`src/rtl/serializer.sv`:
```
// Parallel-to-serial converter, MSB first, feeding the deserializer stage.
// Sends the top len bits of a latched word; len of 1 or 2 is dropped.
module serializer #(
    parameter int WIDTH = 16,
    parameter int MOD_W = $clog2(WIDTH)
) (
    input  logic             clk_i,
    input  logic             srst_i,
    input  logic [WIDTH-1:0] data_i,
    input  logic [MOD_W-1:0] data_mod_i,
    input  logic             data_val_i,
    output logic             ser_data_o,
    output logic             ser_data_val_o,
    output logic             busy_o
);

    localparam logic [0:0] IDLE = 1'b0;
    localparam logic [0:0] SEND = 1'b1;

    localparam logic [MOD_W:0] FULL_LEN = (MOD_W+1)'(WIDTH);
    localparam logic [MOD_W:0] MIN_LEN  = (MOD_W+1)'(3);
    localparam logic [MOD_W:0] ONE      = (MOD_W+1)'(1);

    logic [0:0]       state_q;
    logic [0:0]       state_d;
    logic [WIDTH-1:0] shift_q;
    logic [WIDTH-1:0] shift_d;
    logic [MOD_W:0]   cnt_q;
    logic [MOD_W:0]   cnt_d;
    logic             bit_q;
    logic             bit_d;
    logic             val_q;
    logic             val_d;
    logic             busy_q;

    logic [MOD_W:0]   len;
    logic             accept;
    logic             last_bit;

    // Effective length: a zero mod selects the whole word.
    always_comb begin
        len = {1'b0, data_mod_i};
        if (data_mod_i == '0) begin
            len = FULL_LEN;
        end
    end

    // Accept only in IDLE and only words long enough to be sent.
    always_comb begin
        accept   = (state_q == IDLE) && data_val_i && (len >= MIN_LEN);
        last_bit = (cnt_q == ONE);
    end

    // Next-state logic; cnt_q holds bits still to show, current included.
    always_comb begin
        state_d = state_q;
        shift_d = shift_q;
        cnt_d   = cnt_q;
        bit_d   = bit_q;
        val_d   = val_q;
        unique case (state_q)
            IDLE: begin
                bit_d = 1'b0;
                val_d = 1'b0;
                if (accept) begin
                    state_d = SEND;
                    shift_d = data_i;
                    cnt_d   = len;
                    bit_d   = data_i[WIDTH-1];
                    val_d   = 1'b1;
                end
            end
            SEND: begin
                if (last_bit) begin
                    state_d = IDLE;
                    shift_d = '0;
                    cnt_d   = '0;
                    bit_d   = 1'b0;
                    val_d   = 1'b0;
                end else begin
                    shift_d = shift_q << 1;
                    cnt_d   = cnt_q - ONE;
                    bit_d   = shift_q[WIDTH-2];
                    val_d   = 1'b1;
                end
            end
            default: begin
                state_d = IDLE;
                shift_d = '0;
                cnt_d   = '0;
                bit_d   = 1'b0;
                val_d   = 1'b0;
            end
        endcase
    end

    // State and registered outputs; reset aborts any word in flight.
    always_ff @(posedge clk_i) begin
        if (!srst_i) begin
            state_q <= IDLE;
            shift_q <= '0;
            cnt_q   <= '0;
            bit_q   <= 1'b0;
            val_q   <= 1'b0;
            busy_q  <= 1'b0;
        end else begin
            state_q <= state_d;
            shift_q <= shift_d;
            cnt_q   <= cnt_d;
            bit_q   <= bit_d;
            val_q   <= val_d;
            busy_q  <= val_d;
        end
    end

    assign ser_data_o     = bit_q;
    assign ser_data_val_o = val_q;
    assign busy_o         = busy_q;

endmodule

```
`config.mk`:
```
export PLATFORM = sky130hd
export DESIGN_NAME = serializer
export DESIGN_NICKNAME = d
export VERILOG_FILES = /design/src/rtl/serializer.sv
export SDC_FILE = /design/constraint.sdc
export NUM_CORES = 1
export LEC_CHECK = 0
export ABC_AREA = 1
export BUFFER_PORTS_ARGS = -buffer_cell sky130_fd_sc_hd__buf_4
export CAP_MARGIN = 15
export CORE_MARGIN = 8
export CORE_UTILIZATION = 46
export DETAILED_ROUTE_END_ITERATION = 16
export PLACE_DENSITY = 0.75
export SKIP_LAST_GASP = 1
export SLEW_MARGIN = 25
export SYNTH_ARGS = -nofsm -noshare
export SYNTH_HDL_FRONTEND = slang
export SYNTH_SLANG_ARGS = --single-unit
```
`constraint.sdc`:
```
create_clock -name clk_i -period 1.7 [get_ports clk_i]
set_clock_uncertainty 0.05 [all_clocks]
set_input_delay 0.34 -clock clk_i [delete_from_list [all_inputs] [get_ports clk_i]]
set_output_delay 0.34 -clock clk_i [all_outputs]
set_load 0.01 [all_outputs]
```
==> out/metrics.cfg, run 1 <==
[pwr]
peakVddDrop_mv=0.573
p_leak_nw=0.802
power_density_nw_per_um2=868
finalPower_mw=1.34

[drt]
drc=0
ant_nets=0
post_drt_wl_per_cell_um=11.3
vias_per_cell=5.00
firstDrtPassIters=5
drt-total-wl_um=2930
drtIter0Drc=49
num_vias=1295

[sta]
rsz0062_at_grt=false
final.setup.tns_ps=0
fmax_ghz=0.723
worstMarginPinSlew_ps=288
min_period_ps=1380
fin_crit_sh_pct=81.4
finalHoldViolCount=0
hold_ws_ps=225
slew_violations=0
slew_headroom_pct=80.7
finalSetupViolations=0

[clocking]
clock_latency_ps=310
htree_levels=1
cts_root_buf=clkbuf_4
numCtsBuffers=3
cts_resized=0
hold_buffers=0
clock_path_buffers=2
clk_pin_slew_worst_paths_ps=120
cts_sinks=22
cts_tree=built
postCtsSetupRepairBufs=0

[global_route]
antenna_found_initial=0
grt-ovfl-total=0
grtUsageTotal_pct=12.0
grt_start_max_net_pins=27
grt_pass1_vias=1222
grt_pass1_wl_um=5120

[floorplanning]
dieArea_um2=4880
rows=19
start_util_pct=48.4
die_h_um=69.9
io_pins=26
die_x_um=69.9
coreArea_um2=2760

[critical_path]
cp-startpoint=cnt_q[1]
end_kind=register
crit_slowest_cell=dfxtp_1
critical_path_arrival_ps=1550
cp-endpoint=cnt_q[0]
ff2ff_setup_slack_ps=320
rr_worst_depth=10
crit_fanout=13
path_class=reg2reg
path_cells=inv_1 > ha_1 > inv_1 > nor2_1 > nand2_1 > buf_4 > nand3_1 > o21ai_0 > nor2_1 > nor2_1
rr_startpoint=cnt_q[1]
required_ps=1860
reg2reg_to=cnt_q[0]
path_common_cell=nor2_1
cpPeakStageDelay_ps=340
startpoint_type=register

[placed_design]
post-place-cells=255
port_buffers=25
hpwl_um=2060
place.gp.congestion=0.750

[synthesis]
syn_area_per_cell_um2=6.39
synth_seq_cells=22
yosysTopAreaCell=dfxtp_1
synth_cell_type_count=19
synthCells=209
synth.area.top_cells=dfxtp_1, nand2_1, nor2_1, nand3_1, nand3b_1
synthesis.area_um2=1340
yosysSeqAreaShare_pct=33.0
synth_nets=234
yosys.area.top_type_share_pct=33.0
ys_warn_count=0

[finish]
final_nets=254
final_cell_mix=nand2_1, nor2_1, buf_4, nand3_1, dfxtp_1
nFillCells=286
layout.cells.most_common=nand2_1
diodes=0
drive_gt1_share_pct=18.0
synthToLayoutAreaGrowth_pct=15.8
fin_cells=259

[status]
status=completed

[worst_hold_path]
hold_class=in2reg

[flow_run]
max_cap_violations=0

[report_power, final]
group          internal (mW)  switching, mW
clock                  0.131          0.157
combinational          0.189          0.250
sequential             0.580         0.0359
total                  0.900          0.443
[sequential cells by signal, indices dropped and copies added, names as in the netlist]
name and flops:
shift_q 15, cnt_q 5, busy_o 1, ser_data_o 1
[worst min-delay path by stage]
stage	endpoint	slack [ps]	depth (start not counted)	start
after floorplan	ser_data_o	410	2	shift_q[14]
after global placement	shift_q[0]	430	2	shift_q[0]
after detailed placement	shift_q[0]	420	2	shift_q[0]
after CTS	ser_data_o	220	3	data_i[15]
after global routing	ser_data_o	210	3	data_i[15]
final	shift_q[0]	230	3	data_i[0]
[layout make-up]
type / instances / area [µm²] / area share [%]
Sequential cell: 22 / 440 / 28.5
Timing Repair Buffer: 29 / 230 / 14.9
Inverter: 12 / 50.0 / 3.24
Clock buffer: 4 / 36.3 / 2.35
Multi-Input combinational cell: 161 / 751 / 48.5
Tap cell: 31 / 38.8 / 2.51
[through the flow]
stage / worst slack [ps] / utilization [%] / area [µm²]
floorplan: 476 / - / 1340
global placement: 254 / 54.8 / 1510
detailed placement: 239 / 54.8 / 1510
CTS: 308 / 56.1 / 1550
global route: 127 / 56.1 / 1550
finish: 317 / 56.1 / 1550
[per-layer routing]
layer  vias to the layer above  share of wire (%)  global-route usage [%]
met3                         4                2.9                    2.97
met1                       573                 47                    13.8
met5                         -                  0                       0
li1                        693                  -                       -
met2                        25                 49                    20.5
met4                         0               0.79                    4.91
[worst max-delay path: cells and delay by family (launching register included)]
family,cells,cell delay [ps]
simple gates,5,360
flops,1,340
buf+inv,3,320
fa+ha+maj,1,150
compound gates,1,90
[logic make-up (layout without fill, tap and decap cells)]
| kind of cell | Yosys count | in the layout | synth area share (%) |
|---|---|---|---|
| and+or+nand+nor | 152 | 152 | 51.7 |
| buffers and inverters | 26 | 45 | 10.8 |
| DFF | 22 | 22 | 33.0 |
| AOI/OAI and AO/OA | 7 | 7 | 2.62 |
| adders and majority gates | 2 | 2 | 1.87 |
[Yosys cell counts, drive strengths merged]
cell,count
buf,12
nand4,1
nand3,26
dfxtp,22
nand3b,16
clkbuf,2
inv,11
nor2,45
clkinv,1
o21ai,2
ha,2
a21oi,5
nand2,64
Note: power is estimated with default switching activity, not from simulation.
==> inputs of run 2 (changes only) <==
clock period = 1.32 ns   (was 1.7 ns; I/O delays follow)
==> out/metrics.cfg, run 2 (synthesis gave the netlist of run 1 again) <==
[critical_path]
cp-startpoint=cnt_q[1]
reg2reg_to=shift_q[4]
startpoint_type=register
ff2ff_setup_slack_ps=20
rr_startpoint=cnt_q[1]
end_kind=register
critical_path_arrival_ps=1470
required_ps=1490
crit_fanout=9
rr_worst_depth=10
cp-endpoint=shift_q[4]
path_class=reg2reg

[finish]
area.sequential_um2=443
drive_gt1_share_pct=25.3
largestRegisters=shift_q: 15 flops, cnt_q: 5 flops
nFillCells=267
final_cell_mix=nand2_1, nor2_1, buf_4, nand3_1, dfxtp_1
synthToLayoutAreaGrowth_pct=26.9
final_nets=264
largest-register=shift_q
layout.cells.most_common=nand2_1
diodes=0
multi_input_area_um2=798
largest_reg_flops=15

[clocking]
htree_levels=1
postCtsSetupRepairBufs=0
cts_root_buf=clkbuf_4
hold_buffers=0
clock_latency_ps=310
numCtsBuffers=3
cts_sinks=22
cts_tree=built
clock_path_buffers=2
clk_pin_slew_worst_paths_ps=120

[placed_design]
place.gp.congestion=0.793
port_buffers=25
hpwl_um=2170

[floorplanning]
dieArea_um2=4880
io_pins=26
die_h_um=69.9
coreArea_um2=2760
start_util_pct=48.4
die_x_um=69.9
rows=19

[worst_hold_path]
hp-start=data_i[15]
hold_class=in2reg

[pwr]
p_leak_nw=0.864
finalPower_mw=1.80
power_switching_share_pct=34.2
share_comb_of_total_power_pct=38.3
peakVddDrop_mv=0.767
p_sw_mw=0.615
power_density_nw_per_um2=1060
p_int_mw=1.18
pwr-share-seq_pct=44.4
clock_power_share_pct=17.3

[drt]
drt-total-wl_um=3090
wl_met2_um=1460
drc=0
firstDrtPassIters=4
ant_nets=0
vias_per_cell=5.00
met1Wirelength_um=1480
post_drt_wl_per_cell_um=11.5
met3_length_um=116
num_vias=1339
top_layer_used=met4
drtIter0Drc=72

[sta]
finalSetupViolations=0
hold_ws_ps=153
finalHoldViolCount=0
slew_headroom_pct=81.7
slew_violations=0
min_period_ps=1300
fin_crit_sh_pct=98.4
rsz0062_at_grt=true
fmax_ghz=0.770
worstMarginPinSlew_ps=273

[global_route]
antenna_found_initial=0
grt_pass1_vias=1213
grtUsageTotal_pct=12.2
grt-ovfl-total=0
grt_pass1_wl_um=5170
grt_start_max_net_pins=22

[status]
status=completed

[flow_run]
max_cap_violations=0

-- run 2: critical path: stages (launching register included) --
cell and delay, ps:
dfxtp_2 340, inv_2 70, ha_4 120, inv_2 40
nor2_4 90, nand2_4 90, buf_12 150, nand3_1 60
nand2_1 60, nor2_2 100, nor2_1 50
-- run 2: per-stage QoR --
step / cell area (µm²) / util, % / TNS (ps) / setup slack (ps) / std cells
after floorplan: 1340 / - / 0 / 96.4 / 209
after global placement: 1590 / 57.7 / 0 / 46.0 / 264
after detailed placement: 1590 / 57.7 / -31.9 / -12.1 / 264
after CTS: 1680 / 60.9 / 0 / 6.21 / 268
after global routing: 1690 / 61.4 / -951 / -77.8 / 268
final: 1690 / 61.4 / 0 / 21.3 / 268
-- run 2: worst min-delay path by stage --
stage,endpoint,slack (ps),cells past startpoint
2_1_floorplan,ser_data_o,360,2
3_3_place_gp,shift_q[0],430,2
3_5_place_dp,ser_data_o,440,2
4_1_cts,ser_data_o,150,3
5_1_grt,shift_q[0],150,3
6_report,ser_data_o,150,3
-- run 2: repair_timing --
item                       4_1_cts  5_1_grt
setup endpoints to repair       18       19
pin swaps                        1        8
gates resized for setup         13        3
gates cloned                     1        0
-- run 2: layout make-up --
type	instances	area share (%)
Tap cell	31	2.29
Inverter	12	2.95
Sequential cell	22	26.1
Clock buffer	3	1.33
Timing Repair Buffer	39	20.2
Multi-Input combinational cell	161	47.1
-- run 2: power by group through the flow --
stage | logic, mW | clock network, mW | registers (mW)
global placement | 0.620 | 0 | 0.805
detailed placement | 0.625 | 0 | 0.806
floorplan | 0.442 | 0 | 0.799
finish | 0.688 | 0.311 | 0.799
CTS | 0.672 | 0.311 | 0.798
global route | 0.770 | 0.343 | 0.808
-- run 2: per-layer routing --
metal	up-vias	global-route usage [%]
li1	713	-
met1	599	14.9
met2	23	20.6
met3	4	2.68
met4	0	3.57
met5	-	0
==> inputs of run 3 (changes only) <==
CORE_UTILIZATION = 54   (was 46)
PLACE_DENSITY = 0.85   (was 0.75)
==> out/metrics.cfg, run 3 (synthesis gave the netlist of run 1 again) <==
[pwr]
clock_power_share_pct=25.9
p_leak_nw=0.883
peakVddDrop_mv=0.855
p_int_mw=1.39
share_comb_of_total_power_pct=34.8
power_switching_share_pct=32.0
power_density_nw_per_um2=1180
pwr-share-seq_pct=39.4
p_sw_mw=0.656

[critical_path]
rr_worst_depth=10
end_kind=register
critical_path_arrival_ps=1520
path_class=reg2reg
crit_fanout=9
reg2reg_to=shift_q[11]
ff2ff_setup_slack_ps=-30
startpoint_type=register
required_ps=1490
rr_startpoint=cnt_q[1]

[finish]
fin_cells=268
largest_reg_flops=15
final_nets=264
design_area_um2=1740
multi_input_area_um2=805
final_cell_mix=nand2_1, nor2_1, buf_4, nand3_1, dfxtp_1
synthToLayoutAreaGrowth_pct=30.2
diodes=0
largestRegisters=shift_q: 15 flops, cnt_q: 5 flops
nFillCells=199
largest-register=shift_q
drive_gt1_share_pct=26.5
area.sequential_um2=443
layout.cells.most_common=nand2_1

[placed_design]
dpl_cell_area_um2=1590
post-place-ws_ps=6.37
port_buffers=25
post-place-cells=261
hpwl_um=2140
place.gp.congestion=0.816

[clocking]
clock_latency_ps=320
hold_buffers=0
cts_root_buf=clkbuf_4
clk_pin_slew_worst_paths_ps=140
cts_tree=built
htree_levels=1
clock_path_buffers=2
cts_sinks=22
numCtsBuffers=3

[global_route]
grtUsageTotal_pct=16.0
antenna_found_initial=0
grt_start_max_net_pins=26
grt_pass1_vias=1325
grt_pass1_wl_um=5580
grt-ovfl-total=0

[sta]
finalHoldViolCount=0
fin_crit_sh_pct=102
slew_headroom_pct=85.4
finalSetupViolations=2
rsz0062_at_grt=true
fmax_ghz=0.741
min_period_ps=1350
fin_ws_ps=-29.4
slew_violations=0
worstMarginPinSlew_ps=220

[worst_hold_path]
hp-start=data_i[0]
holdPathEnd=shift_q[0]
hold_class=in2reg
min_path_cells=3

[floorplanning]
rows=18
dieArea_um2=4320
die_x_um=65.7
start_util_pct=55.4
io_pins=26
die_h_um=65.7
coreArea_um2=2410

[drt]
ant_nets=0
drtIter0Drc=59
firstDrtPassIters=4
post_drt_wl_per_cell_um=12.5
drt-total-wl_um=3350
vias_per_cell=5.13
drc=0
num_vias=1376

[flow_run]
max_cap_violations=0

[status]
violations=negative setup slack
status=finished, violations left

[run 3: area by class of cell]
type | instances | share of cell area [%]
repair buffers | 39 | 20.2
multi-input cells | 161 | 46.3
flip-flops and latches | 22 | 25.5
clock buffers | 3 | 1.30
inverters | 12 | 2.88
clock inverters | 1 | 1.73
well taps | 30 | 2.16
[run 3: repair_timing]
| item | CTS | global route |
|---|---|---|
| cloned | 1 | 0 |
| buffers inserted | 1 | 1 |
| gates resized for setup | 9 | 8 |
| pin swaps | 3 | 6 |
| endpoints found under the setup margin | 13 | 22 |
[run 3: stage by stage]
step	util [%]	setup TNS [ps]	hold WS, ps	total power, mW
2_1_floorplan	-	0	356	1.24
4_1_cts	70.5	-243	131	2.00
3_5_place_dp	65.8	0	431	1.43
5_1_grt	72.1	-1500	122	2.16
6_report	72.1	-56.2	137	2.05
3_3_place_gp	65.8	0	423	1.42
[run 3: worst max-delay path by stage]
stage	start	end	slack (ps)	cells after the start
global placement	cnt_q[1]	shift_q[12]	40	10
finish	cnt_q[1]	shift_q[11]	-30	10
floorplan	cnt_q[1]	cnt_q[0]	100	10
CTS	cnt_q[1]	shift_q[11]	-50	10
detailed placement	cnt_q[1]	shift_q[10]	6	10
global route	cnt_q[1]	busy_o	-100	9
[run 3: worst max-delay path: stages (launching register included)]
cell     delay [ps]
dfxtp_2         360
inv_2            70
ha_4            120
inv_2            40
nor2_4           90
nand2_4          80
buf_12          140
nand3_1          60
nand2_1          50
nor2_1          130
nor2_1           60
[run 3: power groups by stage]
stage / sequential (mW) / combinational [mW] / clock [mW]
detailed placement: 0.809 / 0.623 / 0
CTS: 0.799 / 0.669 / 0.532
global placement: 0.807 / 0.611 / 0
floorplan: 0.799 / 0.442 / 0
global route: 0.814 / 0.787 / 0.560
finish: 0.806 / 0.712 / 0.530
[run 3: metal layers]
| metal | part of all wire [%] | vias to the layer above | global-route usage (%) |
|---|---|---|---|
| met5 | 0 | - | 0 |
| met4 | 1.4 | 0 | 8.17 |
| met3 | 3.9 | 6 | 3.23 |
| met2 | 50 | 37 | 27.8 |
| met1 | 44 | 621 | 18.0 |
| li1 | - | 712 | - |
